[config.mk]
export PLATFORM = sky130hd
export DESIGN_NAME = axilite_trng_fifo
export DESIGN_NICKNAME = d
export VERILOG_FILES = /design/src/rtl/axilite_trng_fifo.sv
export SDC_FILE = /design/constraint.sdc
export NUM_CORES = 1
export LEC_CHECK = 0
export CELL_PAD_IN_SITES_DETAIL_PLACEMENT = 2
export CELL_PAD_IN_SITES_GLOBAL_PLACEMENT = 2
export CORE_MARGIN = 1
export CORE_UTILIZATION = 41
export CTS_CLUSTER_SIZE = 10
export DETAILED_ROUTE_END_ITERATION = 12
export PLACE_DENSITY = 0.84
export SYNTH_ARGS = -nofsm -noshare
export SYNTH_HDL_FRONTEND = slang
export SYNTH_SLANG_ARGS = --single-unit
[constraint.sdc]
create_clock -name S_AXI_ACLK -period 3.01 [get_ports S_AXI_ACLK]
set_input_delay 0.602 -clock S_AXI_ACLK [delete_from_list [all_inputs] [get_ports S_AXI_ACLK]]
set_output_delay 0.602 -clock S_AXI_ACLK [all_outputs]
set_load 0.005 [all_outputs]
[src/rtl/axilite_trng_fifo.sv]
// ---------------------------------------------------------------------------
// axilite_trng_fifo
//
// AXI4-Lite slave that packs a raw multi-channel entropy bit stream into
// 32-bit words, buffers them in a FIFO and serves them through a read-only
// DATA register. It also provides STATUS, CTRL and THRESH registers, a
// registered level interrupt and a sticky overflow flag.
//
// Register map (addr[3:2]):
//   0x0 DATA    RO  pop FIFO head; empty FIFO -> RDATA=0, RRESP=SLVERR
//   0x4 STATUS  RO  [0]=empty [1]=full [2]=overflow [15:8]=count
//   0x8 CTRL    RW  [0]=enable [1]=irq_en [2]=flush (pulse) [3]=ovf_clr (pulse)
//   0xC THRESH  RW  [7:0] interrupt level threshold
//
// Ports:
//   S_AXI_ACLK / S_AXI_ARESETN   clock, asynchronous active-low reset
//   S_AXI_AW* / S_AXI_W* / S_AXI_B*   AXI4-Lite write address/data/response
//   S_AXI_AR* / S_AXI_R*              AXI4-Lite read address/data
//   ENTROPY_BITS [C_NUM_CH-1:0]       raw entropy sample
//   ENTROPY_VALID                     sample valid this cycle
//   IRQ                               registered level interrupt
// ---------------------------------------------------------------------------
module axilite_trng_fifo #(
    parameter int C_S_AXI_DATA_WIDTH = 32,
    parameter int C_S_AXI_ADDR_WIDTH = 32,
    parameter int C_FIFO_DEPTH       = 16,
    parameter int C_NUM_CH           = 4,
    parameter int C_IRQ_THRESH       = 8
) (
    input  logic                              S_AXI_ACLK,
    input  logic                              S_AXI_ARESETN,
    input  logic [C_S_AXI_ADDR_WIDTH-1:0]     S_AXI_AWADDR,
    input  logic                              S_AXI_AWVALID,
    output logic                              S_AXI_AWREADY,
    input  logic [C_S_AXI_DATA_WIDTH-1:0]     S_AXI_WDATA,
    input  logic [C_S_AXI_DATA_WIDTH/8-1:0]   S_AXI_WSTRB,
    input  logic                              S_AXI_WVALID,
    output logic                              S_AXI_WREADY,
    output logic [1:0]                        S_AXI_BRESP,
    output logic                              S_AXI_BVALID,
    input  logic                              S_AXI_BREADY,
    input  logic [C_S_AXI_ADDR_WIDTH-1:0]     S_AXI_ARADDR,
    input  logic                              S_AXI_ARVALID,
    output logic                              S_AXI_ARREADY,
    output logic [C_S_AXI_DATA_WIDTH-1:0]     S_AXI_RDATA,
    output logic [1:0]                        S_AXI_RRESP,
    output logic                              S_AXI_RVALID,
    input  logic                              S_AXI_RREADY,
    input  logic [C_NUM_CH-1:0]               ENTROPY_BITS,
    input  logic                              ENTROPY_VALID,
    output logic                              IRQ
);

    localparam int SAMPLES = 32 / C_NUM_CH;
    localparam int SCNT_W  = (SAMPLES > 1) ? $clog2(SAMPLES) : 1;
    localparam int PTR_W   = $clog2(C_FIFO_DEPTH);
    localparam int CNT_W   = PTR_W + 1;

    // AXI handshake state
    logic        awready;
    logic        wready;
    logic        bvalid;
    logic        arready;
    logic        rvalid;
    logic [31:0] rdata;
    logic [1:0]  rresp;
    logic        irq;

    // Register file
    logic        enable;
    logic        irq_en;
    logic [7:0]  thresh;
    logic        ovf;

    // Packer
    logic [31:0]       acc;
    logic [31:0]       acc_shift;
    logic [SCNT_W-1:0] sample_cnt;
    logic              sample_last;
    logic [31:0]       push_data_p1;
    logic              push_vld_p1;

    // FIFO
    logic [31:0]      mem [C_FIFO_DEPTH];
    logic [PTR_W-1:0] wptr;
    logic [PTR_W-1:0] rptr;
    logic [CNT_W-1:0] count;
    logic             fifo_empty;
    logic             fifo_full;
    logic             pop;
    logic             do_push;
    logic             ovf_set;

    // Decode
    logic        wr_fire;
    logic [1:0]  wr_sel;
    logic        ctrl_hit;
    logic        thresh_hit;
    logic        flush;
    logic        ovf_clr;
    logic        rd_fire;
    logic [1:0]  rd_sel;
    logic [31:0] rd_word;
    logic [1:0]  rd_resp;
    logic [31:0] status_word;

    logic unused;
    assign unused = &{1'b0, S_AXI_AWADDR[C_S_AXI_ADDR_WIDTH-1:4], S_AXI_AWADDR[1:0],
                      S_AXI_ARADDR[C_S_AXI_ADDR_WIDTH-1:4], S_AXI_ARADDR[1:0],
                      S_AXI_WDATA[C_S_AXI_DATA_WIDTH-1:8],
                      S_AXI_WSTRB[C_S_AXI_DATA_WIDTH/8-1:1]};

    assign S_AXI_AWREADY = awready;
    assign S_AXI_WREADY  = wready;
    assign S_AXI_BRESP   = 2'b00;
    assign S_AXI_BVALID  = bvalid;
    assign S_AXI_ARREADY = arready;
    assign S_AXI_RDATA   = rdata;
    assign S_AXI_RRESP   = rresp;
    assign S_AXI_RVALID  = rvalid;
    assign IRQ           = irq;

    // -----------------------------------------------------------------------
    // Write channel: address and data are accepted together; the ready pulse
    // follows the cycle in which both valids were seen with no response
    // pending, and the register update happens on the handshake edge itself.
    // -----------------------------------------------------------------------
    assign wr_fire    = awready & wready & S_AXI_AWVALID & S_AXI_WVALID;
    assign wr_sel     = S_AXI_AWADDR[3:2];
    assign ctrl_hit   = wr_fire && (wr_sel == 2'd2) && S_AXI_WSTRB[0];
    assign thresh_hit = wr_fire && (wr_sel == 2'd3) && S_AXI_WSTRB[0];
    assign flush      = ctrl_hit & S_AXI_WDATA[2];
    assign ovf_clr    = ctrl_hit & S_AXI_WDATA[3];

    always_ff @(posedge S_AXI_ACLK or negedge S_AXI_ARESETN) begin
        if (!S_AXI_ARESETN) begin
            awready <= 1'b0;
            wready  <= 1'b0;
            bvalid  <= 1'b0;
        end else begin
            // !awready keeps the pulse to a single cycle
            if (S_AXI_AWVALID && S_AXI_WVALID && !bvalid && !awready) begin
                awready <= 1'b1;
                wready  <= 1'b1;
            end else begin
                awready <= 1'b0;
                wready  <= 1'b0;
            end
            if (wr_fire) begin
                bvalid <= 1'b1;
            end else if (S_AXI_BREADY) begin
                bvalid <= 1'b0;
            end
        end
    end

    always_ff @(posedge S_AXI_ACLK or negedge S_AXI_ARESETN) begin
        if (!S_AXI_ARESETN) begin
            enable <= 1'b0;
            irq_en <= 1'b0;
            thresh <= 8'(C_IRQ_THRESH);
        end else begin
            if (ctrl_hit) begin
                enable <= S_AXI_WDATA[0];
                irq_en <= S_AXI_WDATA[1];
            end
            if (thresh_hit) begin
                thresh <= S_AXI_WDATA[7:0];
            end
        end
    end

    // -----------------------------------------------------------------------
    // Packer: samples shift in LSB-first, so the first sample of a word ends
    // up in the most significant position.
    // -----------------------------------------------------------------------
    generate
        if (C_NUM_CH == 32) begin : g_full_word
            assign acc_shift = ENTROPY_BITS;
        end else begin : g_shift
            assign acc_shift = {acc[31-C_NUM_CH:0], ENTROPY_BITS};
        end
    endgenerate

    assign sample_last = (sample_cnt == SCNT_W'(SAMPLES - 1));

    always_ff @(posedge S_AXI_ACLK or negedge S_AXI_ARESETN) begin
        if (!S_AXI_ARESETN) begin
            acc          <= '0;
            sample_cnt   <= '0;
            push_data_p1 <= '0;
            push_vld_p1  <= 1'b0;
        end else if (flush) begin
            // flush discards the partial word and any word waiting to be pushed
            acc         <= '0;
            sample_cnt  <= '0;
            push_vld_p1 <= 1'b0;
        end else begin
            push_vld_p1 <= 1'b0;
            if (enable && ENTROPY_VALID) begin
                acc <= acc_shift;
                if (sample_last) begin
                    sample_cnt   <= '0;
                    push_data_p1 <= acc_shift;
                    push_vld_p1  <= 1'b1;
                end else begin
                    sample_cnt <= sample_cnt + 1'b1;
                end
            end
        end
    end

    // --- stage p1: completed word enters the FIFO ---
    assign fifo_empty = (count == '0);
    assign fifo_full  = (count == CNT_W'(C_FIFO_DEPTH));
    assign pop        = rd_fire && (rd_sel == 2'd0) && !fifo_empty;
    // a pop in the same cycle frees the slot, so a full FIFO still accepts
    assign do_push    = push_vld_p1 && (!fifo_full || pop) && !flush;
    assign ovf_set    = push_vld_p1 && fifo_full && !pop && !flush;

    always_ff @(posedge S_AXI_ACLK or negedge S_AXI_ARESETN) begin
        if (!S_AXI_ARESETN) begin
            wptr  <= '0;
            rptr  <= '0;
            count <= '0;
        end else if (flush) begin
            wptr  <= '0;
            rptr  <= '0;
            count <= '0;
        end else begin
            if (do_push) begin
                wptr <= wptr + 1'b1;
            end
            if (pop) begin
                rptr <= rptr + 1'b1;
            end
            if (do_push && !pop) begin
                count <= count + 1'b1;
            end else if (pop && !do_push) begin
                count <= count - 1'b1;
            end
        end
    end

    always_ff @(posedge S_AXI_ACLK) begin
        if (do_push) begin
            mem[wptr] <= push_data_p1;
        end
    end

    always_ff @(posedge S_AXI_ACLK or negedge S_AXI_ARESETN) begin
        if (!S_AXI_ARESETN) begin
            ovf <= 1'b0;
        end else if (ovf_clr) begin
            ovf <= 1'b0;
        end else if (ovf_set) begin
            ovf <= 1'b1;
        end
    end

    // -----------------------------------------------------------------------
    // Read channel: the DATA pop and the RDATA capture share the handshake
    // edge. Data comes from the pre-edge FIFO state, so a read on a flush
    // edge still returns the old head.
    // -----------------------------------------------------------------------
    assign rd_fire     = arready & S_AXI_ARVALID;
    assign rd_sel      = S_AXI_ARADDR[3:2];
    assign status_word = {16'd0, 8'(count), 5'd0, ovf, fifo_full, fifo_empty};

    always_comb begin
        rd_word = '0;
        rd_resp = 2'b00;
        case (rd_sel)
            2'd0: begin
                if (fifo_empty) begin
                    rd_resp = 2'b10;
                end else begin
                    rd_word = mem[rptr];
                end
            end
            2'd1:    rd_word = status_word;
            2'd2:    rd_word = {30'd0, irq_en, enable};
            default: rd_word = {24'd0, thresh};
        endcase
    end

    always_ff @(posedge S_AXI_ACLK or negedge S_AXI_ARESETN) begin
        if (!S_AXI_ARESETN) begin
            arready <= 1'b0;
            rvalid  <= 1'b0;
            rdata   <= '0;
            rresp   <= 2'b00;
        end else begin
            arready <= S_AXI_ARVALID && !rvalid && !arready;
            if (rd_fire) begin
                rvalid <= 1'b1;
                rdata  <= rd_word;
                rresp  <= rd_resp;
            end else if (S_AXI_RREADY) begin
                rvalid <= 1'b0;
            end
        end
    end

    // Interrupt is computed from registered state, so it lags count by one cycle
    always_ff @(posedge S_AXI_ACLK or negedge S_AXI_ARESETN) begin
        if (!S_AXI_ARESETN) begin
            irq <= 1'b0;
        end else begin
            irq <= irq_en & ((9'(count) >= {1'b0, thresh}) | ovf);
        end
    end

endmodule

Word-level counts from Yosys, hierarchy flattened --
Memories as Yosys holds them, arrays and structs flattened. Cells that the tools add are included. Widths: inputs -> output; s select.
Operators by class: shift operators 0, equal/unequal tests 6, muxes and demuxes 28, $add $sub $neg 5, bitwise operators 8, multipliers 0, reduce and logical (&&, ||, !) cells 39, div/mod/pow operators 0, order comparisons 1
Operator list (number):
- $pmux 32 s3 | 1
- $mux 28 | 2
- $mux 32 | 1
- $logic_and 1x1->1 | 19
- $mux 4 | 4
- $mux 5 | 3
- $mux 1 | 12
- $reduce_bool 2->1 | 6
- $logic_not 1->1 | 9
- $mux 3 | 3
- $add 4x1->4 const B | 2
- $ge 5x8->1 | 1
- $and 1x1->1 | 6
- $eq 2x2->1 const B | 3
- $add 5x1->5 const B | 1
- $eq 5x5->1 const B | 1
- $logic_not 5->1 | 1
- $sub 5x1->5 const B | 1
- $mux 2 | 2
- $add 3x1->3 const B | 1
- $eq 3x3->1 const B | 1
- $reduce_and 3->1 | 1
- $reduce_bool 3->1 | 1
- $eq 2x1->1 const B | 1
- 4 further kinds | 4
Storage, ports and cells: bits in read-only memories 0, bits of input ports 112, memory bits (writable) 512, bits in registers 127, output and inout bits 42, memories 1, word-level logic and storage cells 106, bits in latches 0
Memory list:
- mem | depth 16, bits a word 32, read ports 1, clocked after memory_dff 0, wr ports 1, line 84 | logic [31:0] mem [C_FIFO_DEPTH];

Logic depth before layout (Yosys ltp) --
word-level depth 12, gate-level depth with buffers 10, depth with buffers taken out 9

Worst setup path before layout --
OpenSTA, ideal clock, no wires.
path kind input port to flip-flop, from in S_AXI_ARADDR[2], to mem mem[12][0], enable pin, data required time 2.589 ns, stages on the path 6, setup time 0.421 ns, setup slack -0.289 ns, arrival time 2.878 ns, cells stage by stage nand4bb_1 > a31o_2 > clkbuf_1 > nor2_1 > nand3_1 > nor2_1
Between the ends: word-level cells in the longest chain between the ends 8
Ends and longest elaborated chain:
- start, declared | line 42 | input logic [C_S_AXI_ADDR_WIDTH-1:0] S_AXI_ARADDR,
- $logic_not 2->1 | line 216 | assign pop = rd_fire && (rd_sel == 2'd0) && !fifo_empty;
- $logic_and 1x1->1 (2 in a row) | line 216
- $logic_or 1x1->1 | line 218 | assign do_push = push_vld_p1 && (!fifo_full || pop) && !flush;
- $logic_and 1x1->1 (2 in a row) | line 218
- $mux 1 | line 246 | if (do_push) begin
- $mux 1 (implied by the code) | line 247 | mem[wptr] <= push_data_p1;
- end, declared | line 84
Every way passes these cells.

Worst setup path in the final report --
from in S_AXI_ARVALID, to reg count[4]
Between the ends: word-level cells in the longest chain between the ends 9
Ends and longest elaborated chain:
- start, declared | line 43 | input logic S_AXI_ARVALID,
- $and 1x1->1 (*) | line 266 | assign rd_fire = arready & S_AXI_ARVALID;
- $logic_and 1x1->1 (*) (2 in a row) | line 216
- $logic_or 1x1->1 | line 218
- $logic_and 1x1->1 (2 in a row) | line 218
- $logic_and 1x1->1 / $logic_not 1->1 (equally long branches) | line 237, 239
- $mux 5 / $logic_and 1x1->1 (equally long branches) | line 237, 239
- $mux 5 / $reduce_bool 3->1 (equally long branches)
- end signal, assigned | line 238 | count <= count + 1'b1;
- end signal, assigned | line 240 | count <= count - 1'b1;
- end, declared | line 87 | logic [CNT_W-1:0] count;
Mark *: on every way between the ends. The rest lies on a longest branch, timed or not. A chain may end at the register's enable or synchronous reset.

==> qor.yml <==
synth:
  yosysUniqueCellTypes: 45
  yosysWarnings: 0
  synth_edf_count: 512
  synthFlopType: "edfxtp_1"
  synth.ff_latch_count: 638
  ys_top_cells_by_area: "edfxtp_1 (62%), mux4_2 (13%), dfrtp_1 (13%)"
  synthesis.area_um2: 24760
  synth_top_area_share_pct: 62.09
  post-synth-top-area-cell: "edfxtp_1"
  postSynth.asyncResetShare_pct: 19.75
  syn_area_per_cell_um2: 19.51
  synth_cells: 1269
  ys_seq_area_share_pct: 74.82
setup_path:
  critPathLaunch: "S_AXI_ARVALID"
  setup.worst_path.end_class: "flop"
  arrival_ps: 3430
  rrSetupSlack_ps: 60
  required_ps: 3480
  reg2regPathDepth: 9
  timing.rr.end: "count[4]"
  r2r_start: "count[1]"
  worstSetupPathType: "primary input to flop"
  crit_path_start_kind: "primary input"
  crit_fanout: 4
global_routing:
  grt_pass1_wl_mm: 113.7
  grt_pass1_vias: 15340
  grt.total_usage_pct: 26.54
  grt_overflow: 0
  grt_max_degree: 57
  grt_antenna_before_repair: 0
floorplanning:
  initial_core_util_pct: 41.72
  rows: 89
  die-width_um: 247.8
  core_area_um2: 59350
  dieHeight_um: 247.8
  die_area_um2: 61390
  io_pins: 154
placed_design:
  place_inst: 2122
  dp_hpwl_mm: 45.15
  placed_area_um2: 27400
  place_ws_ps: -513.6
  place_congestion: 0.7610
  io_buffers: 63
power:
  switchingPower_mw: 6.060
  p_clk_share_pct: 37.5
  combPwrFrac_pct: 17.2
  p_int_mw: 16.48
  seqPwrFrac_pct: 45.3
  switching_share_pct: 26.89
  leakage_nw: 9.608
  power.density_nw_per_um2: 761.5
  peakVddDrop_uv: 360.6
hold_path:
  hp-class: "flop to flop"
  min_from: "S_AXI_RVALID"
  hold_end: "S_AXI_ARREADY"
  whs_path_depth: 1
detailed_routing:
  route.detailed.drc: 7
  ant_nets: 0
  viasPerCell: 6.000
  drtIter0Drc: 1506
  avgRoutedWirePerCell_um: 35.02
  drt-total-wl_mm: 79.08
  num_vias: 13550
  drt_pass1_iterations: 11
clock_tree:
  clockBufferDepth: 3
  root_buffer: "clkbuf_16"
  cts_buffers: 74
  cts.sinks: 638
  post_cts_buffers: 0
  cts.clk_slew.worst_paths_ps: 60
  clock_latency_ps: 620
  cts_tree: "built"
  htreeDepth: 3
outcome:
  failed_checks: "DRC"
  status: "finished, violations left"
layout:
  final_cells: 2258
  final.fill_count: 5145
  antenna_cells: 0
  syn2layout_area_growth_pct: 19.51
  drive_gt1_share_pct: 25.72
  fin_area_um2: 29600
  layout.nets: 1555
timing:
  worst_pin_slew_ps: 1098
  fin_setup_tns_ps: 0
  setup_ws_ps: 50.20
  hold_violations: 0
  setup_viol: 0
  fin_crit_ps: 2960
  clock_skew_ps: 20.66
  rsz0062_at_grt: "false"
  maxSlewHeadroom_pct: 26.81
  drv_slew: 0
  fmax_mhz: 337.9
  finalCritPeriodShare_pct: 98.33
run:
  drv_cap: 0
[per-stage QoR]
stage                     power [mW]  hold WS, ps  utilization (%)
final                          22.54        496.3            49.86
after global routing           23.20        509.6            49.86
after CTS                      22.70        501.4            49.85
after detailed placement       14.17        488.5            46.17
after global placement         13.86        446.1            46.17
after floorplan                12.63        306.4                -
[how the worst max path moves through the flow]
stage / endpoint / slack, ps / cells after the start
after CTS: count[4] / 20 / 9
after global placement: count[4] / -340 / 10
after floorplan: mem[12][0] / -290 / 6
after global routing: count[4] / 20 / 9
final: count[4] / 50 / 10
after detailed placement: count[4] / -510 / 10
[cell families (layout without fill, tap and decap cells)]
group	after synthesis	in the layout	synth area share, %
buffers and inverters	90	304	1.592
flip-flops	638	638	74.82
multiplexers	206	206	15.58
XOR/XNOR	8	8	0.2830
adder cells (fa/ha/maj)	17	17	0.8892
other	1	3	0.01514
AND/OR/NAND/NOR	179	179	3.416
AO/OA/AOI/OAI	130	130	3.400
[state kept, by name, indices dropped and copies added (netlist names), 3 cells and up]
register / count
sample_cnt: 3
S_AXI_RDATA: 32
count: 5
rptr: 4
acc: 28
wptr: 4
mem: 512
thresh: 8
push_data_p1: 32
[power groups by stage]
stage	Combinational, mW	Sequential (mW)	Clock (mW)
6_report	3.87	10.2	8.46
5_1_grt	4.15	10.2	8.82
4_1_cts	3.92	10.2	8.57
3_5_place_dp	3.81	10.4	0
3_3_place_gp	3.54	10.3	0
2_1_floorplan	2.55	10.1	0
[cell usage in the layout (no fill, tap or decap), types with 3 or more instances in the layout]
| cell | instances |
|---|---|
| nor3b_1 | 3 |
| nand3_1 | 9 |
| clkbuf_16 | 77 |
| a221o_1 | 3 |
| xnor2_1 | 5 |
| conb_1 | 3 |
| a22oi_1 | 10 |
| mux2i_1 | 23 |
| inv_1 | 18 |
| ha_1 | 16 |
| nor2_4 | 4 |
| clkbuf_1 | 54 |
| nor2_1 | 15 |
| edfxtp_1 | 512 |
| and2_2 | 12 |
| xor2_1 | 3 |
| a211oi_1 | 22 |
| buf_4 | 38 |
| a22o_1 | 19 |
| nor3_1 | 6 |
| mux2_2 | 43 |
| buf_12 | 49 |
| dfrtp_4 | 3 |
| nor2b_1 | 23 |
| a21oi_1 | 58 |
| o21ai_0 | 7 |
| dfrtp_1 | 121 |
| mux4_2 | 139 |
| nand2_1 | 91 |
| clkdlybuf4s50_1 | 62 |
| a21o_1 | 3 |
[routing by layer]
metal	vias to the layer above	global-route usage (%)	wire [µm]
met5	-	0	0
met2	602	45.80	40600
li1	5387	-	-
met1	7401	33.41	30960
met3	158	4.693	4878
met4	0	9.996	2640
[timing repair]
| item | CTS | global route |
|---|---|---|
| gates cloned | 0 | 0 |
| hold buffers | 1 | 0 |
| setup endpoints to repair | 1 | 18 |
| endpoints found under the hold margin | 1 | 0 |
| gates resized for setup | 2 | 2 |
| pin swaps | 1 | 1 |
[Yosys cell counts (all sizes together) (16+ instances only)]
cell type,instances
inv,18
mux2,43
a22o,19
a211oi,22
mux2i,24
clkbuf,36
nor2,19
dfrtp,125
buf,36
mux4,139
ha,16
edfxtp,512
nor2b,23
a21oi,60
nand2,92
[cell type report]
type | instances | area, µm² | area share (%)
Clock buffer | 132 | 2143 | 7.242
Clock inverter | 3 | 26.28 | 0.08878
Inverter | 18 | 67.56 | 0.2283
Multi-Input combinational cell | 543 | 5942 | 20.08
Sequential cell | 638 | 18540 | 62.65
Tap cell | 773 | 967.2 | 3.268
Timing Repair Buffer | 151 | 1908 | 6.447
[worst max-delay path: stages]
cell             delay, ps
clkdlybuf4s50_1        530
nand4bb_1              210
a31o_2                 310
or3_4                  380
fa_1                   440
a21o_1                 240
a21oi_2                200
and3_1                 250
o21ai_1                100
nor3b_1                160
No activity file was read; power rests on OpenSTA's default activity.
